<file path="config.mk">
export PLATFORM = sky130hd
export DESIGN_NAME = hazard_scoreboard
export DESIGN_NICKNAME = d
export VERILOG_FILES = /design/src/rtl/hazard_scoreboard.sv
export SDC_FILE = /design/constraint.sdc
export NUM_CORES = 1
export LEC_CHECK = 0
export CORE_MARGIN = 1
export CORE_UTILIZATION = 40
export CTS_CLUSTER_SIZE = 30
export DETAILED_ROUTE_END_ITERATION = 12
export MAX_ROUTING_LAYER = met4
export PLACE_DENSITY = 0.72
export SETUP_SLACK_MARGIN = 0.1
export SYNTH_ARGS = -nofsm -noshare
export SYNTH_HDL_FRONTEND = slang
export SYNTH_SLANG_ARGS = --single-unit
export TNS_END_PERCENT = 100
</file>
<file path="constraint.sdc">
create_clock -name clk -period 2.2 [get_ports clk]
set_input_delay 0.55 -clock clk [delete_from_list [all_inputs] [get_ports clk]]
set_output_delay 0.55 -clock clk [all_outputs]
set_load 0.005 [all_outputs]
</file>
<file path="src/rtl/hazard_scoreboard.sv">
// Hazard scoreboard: carries a {wv, rd, jc} record per in-flight instruction
// through EX/MEM/WB and reports pending register writes and the WB branch code.
module hazard_scoreboard #(
    parameter int unsigned WB_VISIBLE = 1
) (
    input  logic        clk,
    input  logic        reset,
    input  logic [15:0] inst_id,
    input  logic        regwrite_cur,
    input  logic        regwrite_adr_controll,
    input  logic [2:0]  jump_inst,
    input  logic        en_ifid,
    input  logic        en_idex,
    input  logic        flush_idex,
    input  logic        en_exmem,
    input  logic        flush_exmem,
    input  logic        en_memwb,
    input  logic        flush_memwb,
    output logic [7:0]  register_invalid,
    output logic [2:0]  jump_state,
    output logic [1:0]  pending,
    output logic [15:0] stall_count
);

    // Slot layout: [6] write valid, [5:3] destination register, [2:0] branch code
    localparam int WV = 6;

    logic [6:0]  ex_q, ex_d;
    logic [6:0]  mem_q, mem_d;
    logic [6:0]  wb_q, wb_d;
    logic [15:0] stall_count_q, stall_count_d;
    logic [2:0]  rd_sel;

    // Only the register fields of the instruction matter here
    logic unused_inst;
    assign unused_inst = ^{inst_id[15:14], inst_id[7:0]};

    // Next-state for the three slots and the stall counter; flush beats enable
    always_comb begin
        rd_sel = regwrite_adr_controll ? inst_id[13:11] : inst_id[10:8];

        ex_d = ex_q;
        if (flush_idex)    ex_d = 7'd0;
        else if (en_idex)  ex_d = {regwrite_cur, rd_sel, jump_inst};

        mem_d = mem_q;
        if (flush_exmem)   mem_d = 7'd0;
        else if (en_exmem) mem_d = ex_q;

        wb_d = wb_q;
        if (flush_memwb)   wb_d = 7'd0;
        else if (en_memwb) wb_d = mem_q;

        stall_count_d = stall_count_q;
        if (!en_ifid && stall_count_q != 16'hFFFF)
            stall_count_d = stall_count_q + 16'd1;
    end

    // State registers; reset drops every in-flight record at once
    always_ff @(posedge clk) begin
        if (reset) begin
            ex_q          <= 7'd0;
            mem_q         <= 7'd0;
            wb_q          <= 7'd0;
            stall_count_q <= 16'd0;
        end else begin
            ex_q          <= ex_d;
            mem_q         <= mem_d;
            wb_q          <= wb_d;
            stall_count_q <= stall_count_d;
        end
    end

    // Outputs decoded from slot registers only, so no input-to-output path
    always_comb begin
        register_invalid = 8'd0;
        if (ex_q[WV])  register_invalid[ex_q[5:3]]  = 1'b1;
        if (mem_q[WV]) register_invalid[mem_q[5:3]] = 1'b1;
        if (WB_VISIBLE != 0 && wb_q[WV]) register_invalid[wb_q[5:3]] = 1'b1;

        pending = {1'b0, ex_q[WV]} + {1'b0, mem_q[WV]} + {1'b0, wb_q[WV]};
        jump_state = wb_q[2:0];
    end

    assign stall_count = stall_count_q;

endmodule

</file>
# Word level (Yosys, flattened, before mapping)
# Cells that the tools add are included.
[totals]
reg_bits = 37
inputBits = 30
out_inout_bits = 29
word_cells = 34
[op_classes]
addsub = 3
n_lt_le_gt_ge = 6
n_eq_ne = 1
muxes = 10
bitwise = 2
reduce_logical = 8
[ops]
columns = ["op", "count"]
rows = [
  ["$mux W8", 3],
  ["$add A16 B1 Y16 const B", 1],
  ["$ne A16 B16 Y1 const B", 1],
  ["$or A8 B8 Y8", 2],
  ["$lt A3 B4 Y1 const B", 3],
  ["$demux W1 S3", 3],
  ["$ge A3 B1 Y1 const B", 3],
  ["$reduce_or A2 Y1", 3],
  ["$logic_and A1 B1 Y1", 4],
  ["$mux W1", 3],
  ["$mux W3", 1],
  ["$add A1 B1 Y2", 1],
  ["$add A2 B1 Y2", 1],
  ["$logic_not A1 Y1", 1],
]

# Longest topological paths before layout
# Gate-level depths: netlist of the first run.
[logic_depth]
word_depth = 9
ltp_mapped = 6
depth_no_buf = 5

# Worst setup path after synthesis of the first run
# OpenSTA, ideal clock, no wires.
[synth_path]
kind = "input to register"
start = "input port en_ifid"
end = "register stall_count_q[15] (netlist: stall_count[15])"
setup_time_ns = 0.121
arrival_time_ns = 1.854
t_required_ns = 2.079
setup_slack_ns = 0.225
path_stages = 5
n_path_buf = 1
cell_sequence = "and3b_2 -> or3b_1 -> clkbuf_2 -> nor4_1 -> mux2_2"
[synth_via]
elab_chain_len = 2
[synth_lines]
columns = ["element", "line_no", "source"]
rows = [
  ["start: declaration", "12", "input logic en_ifid,"],
  ["$logic_not A1 Y1", "55", "if (!en_ifid && stall_count_q != 16'hFFFF)"],
  ["$logic_and A1 B1 Y1", "55", ""],
  ["end signal: assignment", "70", "stall_count_q <= stall_count_d;"],
  ["end: declaration", "31", "logic [15:0] stall_count_q, stall_count_d;"],
]
# No other way between the ends.
# A chain may end at the register's enable or synchronous reset.

# Worst setup path after layout of the first run
[layout_path]
start = "register mem_q[6]"
end = "output port register_invalid[0]"
[layout_via]
elab_chain_len = 3
[layout_lines]
columns = ["element", "line_no", "source"]
rows = [
  ["start: declaration", "29", "logic [6:0] mem_q, mem_d;"],
  ["start signal: assignment", "68", "mem_q <= mem_d;"],
  ["$mux W8 *", "78", "if (mem_q[WV]) register_invalid[mem_q[5:3]] = 1'b1;"],
  ["$or A8 B8 Y8 (no source line)", "-", ""],
  ["$mux W8 *", "79", "if (WB_VISIBLE != 0 && wb_q[WV]) register_invalid[wb_q[5:3]] = 1'b1;"],
  ["end: declaration", "19", "output logic [7:0] register_invalid,"],
]
# Every way passes the cells marked *; elsewhere a longest branch is shown, timed or not.

==> summary.md, run 1 <==
| Metric | Value |
|---|---|
| Starting density of the core | `42.6%` |
| Async S/R FF share, synth | `0%` |
| Number of synthesized flops with an enable pin | `0` |
| Power, Total | `0.00127 W` |
| Max Slew Vio Count | `0` |
| Mapped Avg Cell Area | `8.71 µm²` |
| Antenna Cells | `0` |
| Worst Skew | `0.00421 ns` |
| Layout cells sized above 1 | `18.5%` |
| IO Count | `59` |
| Cell type of the slowest stage on the worst timing path | `dfxtp_4` |
| Yosys reg bits | `37` |
| CP Max Fanout | `6` |
| Wirelength, routed | `4320 µm` |
| Sequential element share of the synthesized area | `38.8%` |
| Crit path arrival time | `1.51 ns` |
| Post CTS Setup Buffer Count | `0` |
| Yosys warnings | `0` |
| Layout Utilization | `58.3%` |
| Kind of critical path | `reg -> out` |
| Fin crit period | `2.06 ns` |
| Pre-CTS setup slack | `-0.266 ns` |
| Routed vias/inst | `5.38` |
| Area share of the leading cell type in the synthesized netlist | `38.8%` |
| Crit-path cells | `nand2b_1 > nor3_1 > or3_1 > dlygate4sd2_1` |
| Kind of cell adding the most delay to the critical path | `simple AND/OR/NAND/NOR gates` |
| Worst EP required | `1.65 ns` |
| Mapped Area | `0.00191 mm²` |
| Clock insertion delay at the later pin of the skew report | `0.28 ns` |
| Overall die area | `0.00505 mm²` |
| Synthesis-to-layout area growth | `36.9%` |
| GRT Residual Overflow | `0` |
| Fill cells | `402` |
| Failing checks | `DRC` |
| Number of max-cap violations | `0` |
| Reg clk slew, reported paths | `0.07 ns` |
| Routability cong. | `0.813` |
| Largest net degree at the start of global routing | `13` |
| Longest Clk Path Bufs | `2` |
| Max incr delay on CP | `0.37 ns` |
| Final TNS setup | `0 ns` |
| Setup violators final | `0` |
| Outcome | `finished, violations left` |
| Fin crit share | `93.6%` |
| Slew headroom | `54.2%` |
| Root Buffer | `clkbuf_8` |
| Cell area after layout | `0.00261 mm²` |
| Initial antenna violation count | `0` |
| Tightest Hold Check Type | `reg -> reg` |
| Dpl hpwl | `3100 µm` |
| Total Nets Final | `303` |
| Cell with the most instances after synthesis | `dfxtp_1` |
| Tightest Pin Transition | `0.681 ns` |
| TritonCTS clock tree | `built` |
| Syn nets | `251` |
| Rows | `24` |
| Num CTS Buffers | `5` |
| Cell count after synthesis | `219` |
| Crit. End Element | `output port` |
| Crit start category | `register` |
| RSZ-0062 raised after global routing | `yes` |
| Vias in the first global route | `1523` |
| Routed vias | `1738` |
| Avg WL per Cell | `13.4 µm` |
| IO buf count | `48` |
| CTS H-Tree Depth | `2` |
| Core area | `0.00447 mm²` |
| Netlist cell types | `48` |
| Post-DRT Antenna Nets | `0` |
| DR DRC count | `3` |
| Synth cell count leaders | `dfxtp_1, nor2_1, mux2i_1, clkbuf_1, nand2_1` |
| 1st-pass router iterations | `8` |
| Placed Area | `0.00247 mm²` |
| Leakage power | `1.04 nW` |
| Synth area leaders | `dfxtp_1, mux2i_1, nor2_1, clkbuf_1, nand4_1` |
| F_max | `486 MHz` |
| Buf/Inv on CP | `1` |
| Top FF cell, synth | `dfxtp_1` |
| First-pass GRT wire length | `6900 µm` |
| Clk sinks | `37` |
| Die Wd | `71.0 µm` |
| Worst VDD drop | `0.000349 V` |
| Leading area contributor after synthesis | `dfxtp_1` |
| Power per cell area | `488 mW/mm²` |
| Fin worst setup slack | `0.141 ns` |
| Total track usage | `17.7%` |
| DRT iter0 DRCs | `75` |
| Final Hold Fails | `0` |
| Die height | `71.0 µm` |
path summary, 6_finish.rpt:
path	slack [ns]	to	from	cells after the start
worst max-delay path	0.14	register_invalid[0]	mem_q[6]	4
worst min-delay path	0.51	mem_q[2]	mem_q[2]	2
worst max register to register	0.34	stall_count[15]	stall_count[5]	4
worst min register to register	0.51	mem_q[2]	mem_q[2]	2
through the flow:
| stage | std cells | hold WS, ns |
|---|---|---|
| 3_3_place_gp | 316 | 0.489 |
| 2_1_floorplan | 219 | 0.460 |
| 5_1_grt | 323 | 0.542 |
| 4_1_cts | 323 | 0.522 |
| 3_5_place_dp | 316 | 0.498 |
| 6_report | 323 | 0.510 |
sequential cells by signal (all words and copies together) (netlist names):
signal	flops
stall_count	16
wb_q	7
mem_q	7
ex_q	7
power breakdown:
| group | switching [W] | internal [W] |
|---|---|---|
| Sequential | 0.00000701 | 0.000678 |
| Combinational | 0.0000492 | 0.0000706 |
| Clock | 0.000220 | 0.000248 |
worst min-delay path, cell delays in order, from the launching register on:
cell	delay [ns]
dfxtp_1	0.34
mux2i_1	0.07
nor2_1	0.07
per-layer routing:
layer	part of all wire [%]	vias to the layer above	track usage, %	wire [µm]
li1	-	893	-	-
met1	48	793	22.6	2090
met2	46	42	26.1	1970
met3	4.4	10	4.84	192
met4	1.7	0	8.22	74
met5	0	-	-	0
cell usage in the layout, fill, tap and decap left out, types with 2 or more instances in the layout:
| cell type | n |
|---|---|
| nor3b_1 | 4 |
| o21a_1 | 2 |
| buf_4 | 15 |
| nand2b_1 | 2 |
| or3_1 | 4 |
| dfxtp_2 | 5 |
| nor3_1 | 8 |
| o31ai_1 | 4 |
| nand4b_1 | 5 |
| mux2_2 | 2 |
| a31oi_1 | 3 |
| inv_1 | 3 |
| nand3_1 | 5 |
| or2_2 | 3 |
| dfxtp_1 | 31 |
| nor4_1 | 2 |
| a21oi_1 | 5 |
| nor2_1 | 35 |
| o21ai_0 | 4 |
| nand4_1 | 7 |
| clkbuf_8 | 6 |
| a211oi_1 | 3 |
| nor2b_1 | 3 |
| dlymetal6s2s_1 | 3 |
| clkdlybuf4s50_1 | 37 |
| mux2i_1 | 21 |
| nand2_1 | 10 |
| dlygate4sd2_1 | 7 |
what timing repair did:
item | 4_1_cts | 5_1_grt
hold buffers | 0 | 0
gates resized for setup | 21 | 11
endpoints found under the setup margin | 11 | 7
pin swaps | 0 | 1
cells by family (layout without fill, tap and decap cells):
group | Yosys count | count (layout) | share of synthesized area [%]
xor+xnor | 1 | 1 | 0.459
mux | 24 | 24 | 12.8
simple gates | 103 | 103 | 29.3
buf+inv | 22 | 74 | 6.04
flops | 37 | 37 | 38.8
fa+ha+maj | 2 | 2 | 1.71
compound gates | 30 | 30 | 10.8
layout make-up:
class	instances	area (µm²)	share of cell area, %
multi-input cells	160	1100	42.1
well taps	52	65.1	2.49
repair buffers	64	598	22.9
inverters	3	11.3	0.431
flip-flops and latches	37	751	28.8
clock buffers	7	86.3	3.31
Power figures use the tool's default switching activity.
==> inputs of run 2 (changes only) <==
SLEW_MARGIN = 20   (was not set)
==> results of run 2 <==
The final DEF is identical to that of run 1; final timing and power are the same.
==> inputs of run 3 (changes only) <==
CORE_UTILIZATION = 46   (was 40)
PLACE_DENSITY = 0.81   (was 0.72)
==> summary.md, run 3 (synthesis gave the netlist of run 1 again) <==
| Metric | Value |
|---|---|
| WHS Endpoint | `mem_q[2]` |
| Sequential power share | `51.7% (-2.1 points)` |
| First-pass GRT wire length | `7570 µm (+9.7%)` |
| DRT iter0 DRCs | `123 (+64%)` |
| Int Pwr | `0.00103 W (+3.5%)` |
| Fin crit period | `2.06 ns (+0.00394 ns)` |
| IO buf count | `48 (unchanged)` |
| Tightest Pin Transition | `0.575 ns (-0.107 ns)` |
| Pre-CTS setup slack | `-0.261 ns (+0.00542 ns)` |
| Power per cell area | `507 mW/mm² (+3.9%)` |
| Hold Path Stages | `2 (unchanged)` |
| Net Sw Power | `0.000294 W (+6.5%)` |
| Die height | `66.4 µm (-6.6%)` |
| 1st-pass router iterations | `4 (-4)` |
| Max Slew Vio Count | `0 (unchanged)` |
| Worst EP required | `2.43 ns (+0.78 ns)` |
| Clock power share | `39.2% (+2.4 points)` |
| Crit. End Element | `register` |
| TritonCTS clock tree | `built` |
| Fin crit share | `93.8% (+0.18 points)` |
| Placed cells | `314 (-0.63%)` |
| Critical Path Source | `en_ifid` |
| Largest net degree at the start of global routing | `12 (-1)` |
| Clock insertion delay at the later pin of the skew report | `0.29 ns (about the same)` |
| Leading cell type in the layout, fill and taps excluded | `clkdlybuf4s50_1` |
| DR DRC count | `0 (-3)` |
| Largest register FFs | `16 (unchanged)` |
| Worst VDD drop | `0.000429 V (+23%)` |
| Antenna Cells | `0 (unchanged)` |
| Clk sinks | `37 (unchanged)` |
| Dpl hpwl | `3160 µm (+2.0%)` |
| Final Hold Fails | `0 (unchanged)` |
| Crit start category | `input pin` |
| Routed vias/inst | `5.52 (+2.6%)` |
| Overall die area | `0.00441 mm² (-13%)` |
| Hold wc startpoint | `mem_q[2]` |
| Core area | `0.00400 mm² (-11%)` |
| Routed vias | `1784 (+2.6%)` |
| Post-cts hold buffer count | `0 (unchanged)` |
| Longest Clk Path Bufs | `2 (unchanged)` |
| Setup violators final | `0 (unchanged)` |
| Die Wd | `66.4 µm (-6.6%)` |
| Gate power share | `9.1% (-0.3 points)` |
| Wirelength, routed | `4550 µm (+5.3%)` |
| RSZ-0062 raised after global routing | `yes` |
| Outcome | `complete, no violations` |
| Root Buffer | `clkbuf_8` |
| Power, Total | `0.00133 W (+4.1%)` |
| Initial antenna violation count | `0 (unchanged)` |
| WHS | `0.495 ns (-0.0154 ns)` |
| Total Nets Final | `304 (+0.33%)` |
| Avg WL per Cell | `14.1 µm (+5.3%)` |
| Setup slack, reg-to-reg | `0.36 ns (+0.02 ns)` |
| IO Count | `59 (unchanged)` |
| Num CTS Buffers | `5 (unchanged)` |
| Tightest Hold Check Type | `reg -> reg` |
| Routability cong. | `0.860 (+5.7%)` |
| R2r startpoint | `stall_count[5]` |
| Sw Ratio | `22.2% (+0.49 points)` |
| Kind of critical path | `in -> reg` |
| Total track usage | `23.6% (+5.9 points)` |
| Starting density of the core | `47.7% (+5.1 points)` |
| F_max | `485 MHz (-0.19%)` |
| Slew headroom | `61.3% (+7.2 points)` |
| Reg clk slew, reported paths | `0.07 ns (about the same)` |
| Final std cells w/o fill | `323 (unchanged)` |
| CP Max Fanout | `7 (+1)` |
| Crit Reg-Reg Endpoint | `stall_count[9]` |
| CTS H-Tree Depth | `2 (unchanged)` |
| Worst Skew | `0.00701 ns (+0.00280 ns)` |
| FF-to-FF path depth | `4 (unchanged)` |
| GRT Residual Overflow | `0 (unchanged)` |
| Fin worst setup slack | `0.137 ns (-0.00394 ns)` |
| Vias in the first global route | `1665 (+9.3%)` |
| Post-DRT Antenna Nets | `0 (unchanged)` |
| Rows | `23 (-4.2%)` |
| Crit path arrival time | `2.29 ns (+0.78 ns)` |
| Fill cells | `330 (-18%)` |
| Number of max-cap violations | `0 (unchanged)` |
| Layout cells sized above 1 | `20.5% (+2.1 points)` |
| Most frequent cells in the layout | `clkdlybuf4s50_1, nor2_1, dfxtp_1, mux2i_1, buf_4` |
| Synthesis-to-layout area growth | `37.1%` |
| Leakage power | `1.02 nW (-1.7%)` |
## run 3: cell count changes in the layout (fill, tap and decap cells not counted), sizes merged
cell / before / now
clkdlybuf4s15: 0 / 1
buf: 16 / 18
clkinv: 0 / 1
dlygate4sd2: 7 / 6
dlymetal6s2s: 3 / 1
clkdlybuf4s50: 37 / 38
## run 3: stage by stage
step	cell area [µm²]	setup TNS [ns]	utilization, %
final	2620	0	65.4
after global routing	2620	0	65.4
after CTS	2580	0	64.6
after detailed placement	2470	-0.805	61.7
after global placement	2470	-0.596	61.7
after floorplan	1910	0	-
## run 3: area by class of cell
cell class / count / area, µm² / area share, %
clock inverter: 1 / 5.00 / 0.191
clock buffer: 7 / 96.3 / 3.68
inverter: 3 / 11.3 / 0.431
sequential: 37 / 752 / 28.8
multi-input combinational: 160 / 1090 / 41.9
timing repair buffer: 65 / 593 / 22.7
tap: 50 / 62.6 / 2.39
## run 3: worst max path at each step
| stage | end | slack, ns | cells past startpoint |
|---|---|---|---|
| 5_1_grt | stall_count[15] | 0.06 | 5 |
| 3_3_place_gp | stall_count[15] | -0.21 | 5 |
| 6_report | stall_count[9] | 0.14 | 5 |
| 2_1_floorplan | stall_count[15] | 0.23 | 5 |
| 3_5_place_dp | stall_count[15] | -0.26 | 5 |
| 4_1_cts | stall_count[13] | 0.11 | 5 |
## run 3: worst max-delay path: stages
cell and delay, ns:
clkdlybuf4s50_1 0.42, and3b_2 0.25, or3b_4 0.43, or4_1 0.51, a21oi_2 0.14
## run 3: what timing repair did
item,CTS,global route
endpoints found under the hold margin,0,0
setup endpoints to repair,12,7
pin swaps,1,1
resized for setup,24,10
setup buffers,0,1
## run 3: power groups by stage
stage,Combinational (W),Clock (W),Sequential (W)
floorplan,0.0000612,0,0.000700
global placement,0.000119,0,0.000701
detailed placement,0.000121,0,0.000701
CTS,0.000120,0.000534,0.000685
global route,0.000131,0.000564,0.000686
finish,0.000121,0.000519,0.000685
## run 3: routing by layer
metal  global-route usage, %  share of wire (%)  wire length (µm)  up-vias
li1                        -                  -                 -      899
met1                    26.6                 43              1980      827
met2                    38.3                 50              2260       46
met3                    5.86                4.5               207       12
met4                    12.5                2.5               114        0
met5                       -                  0                 0        -
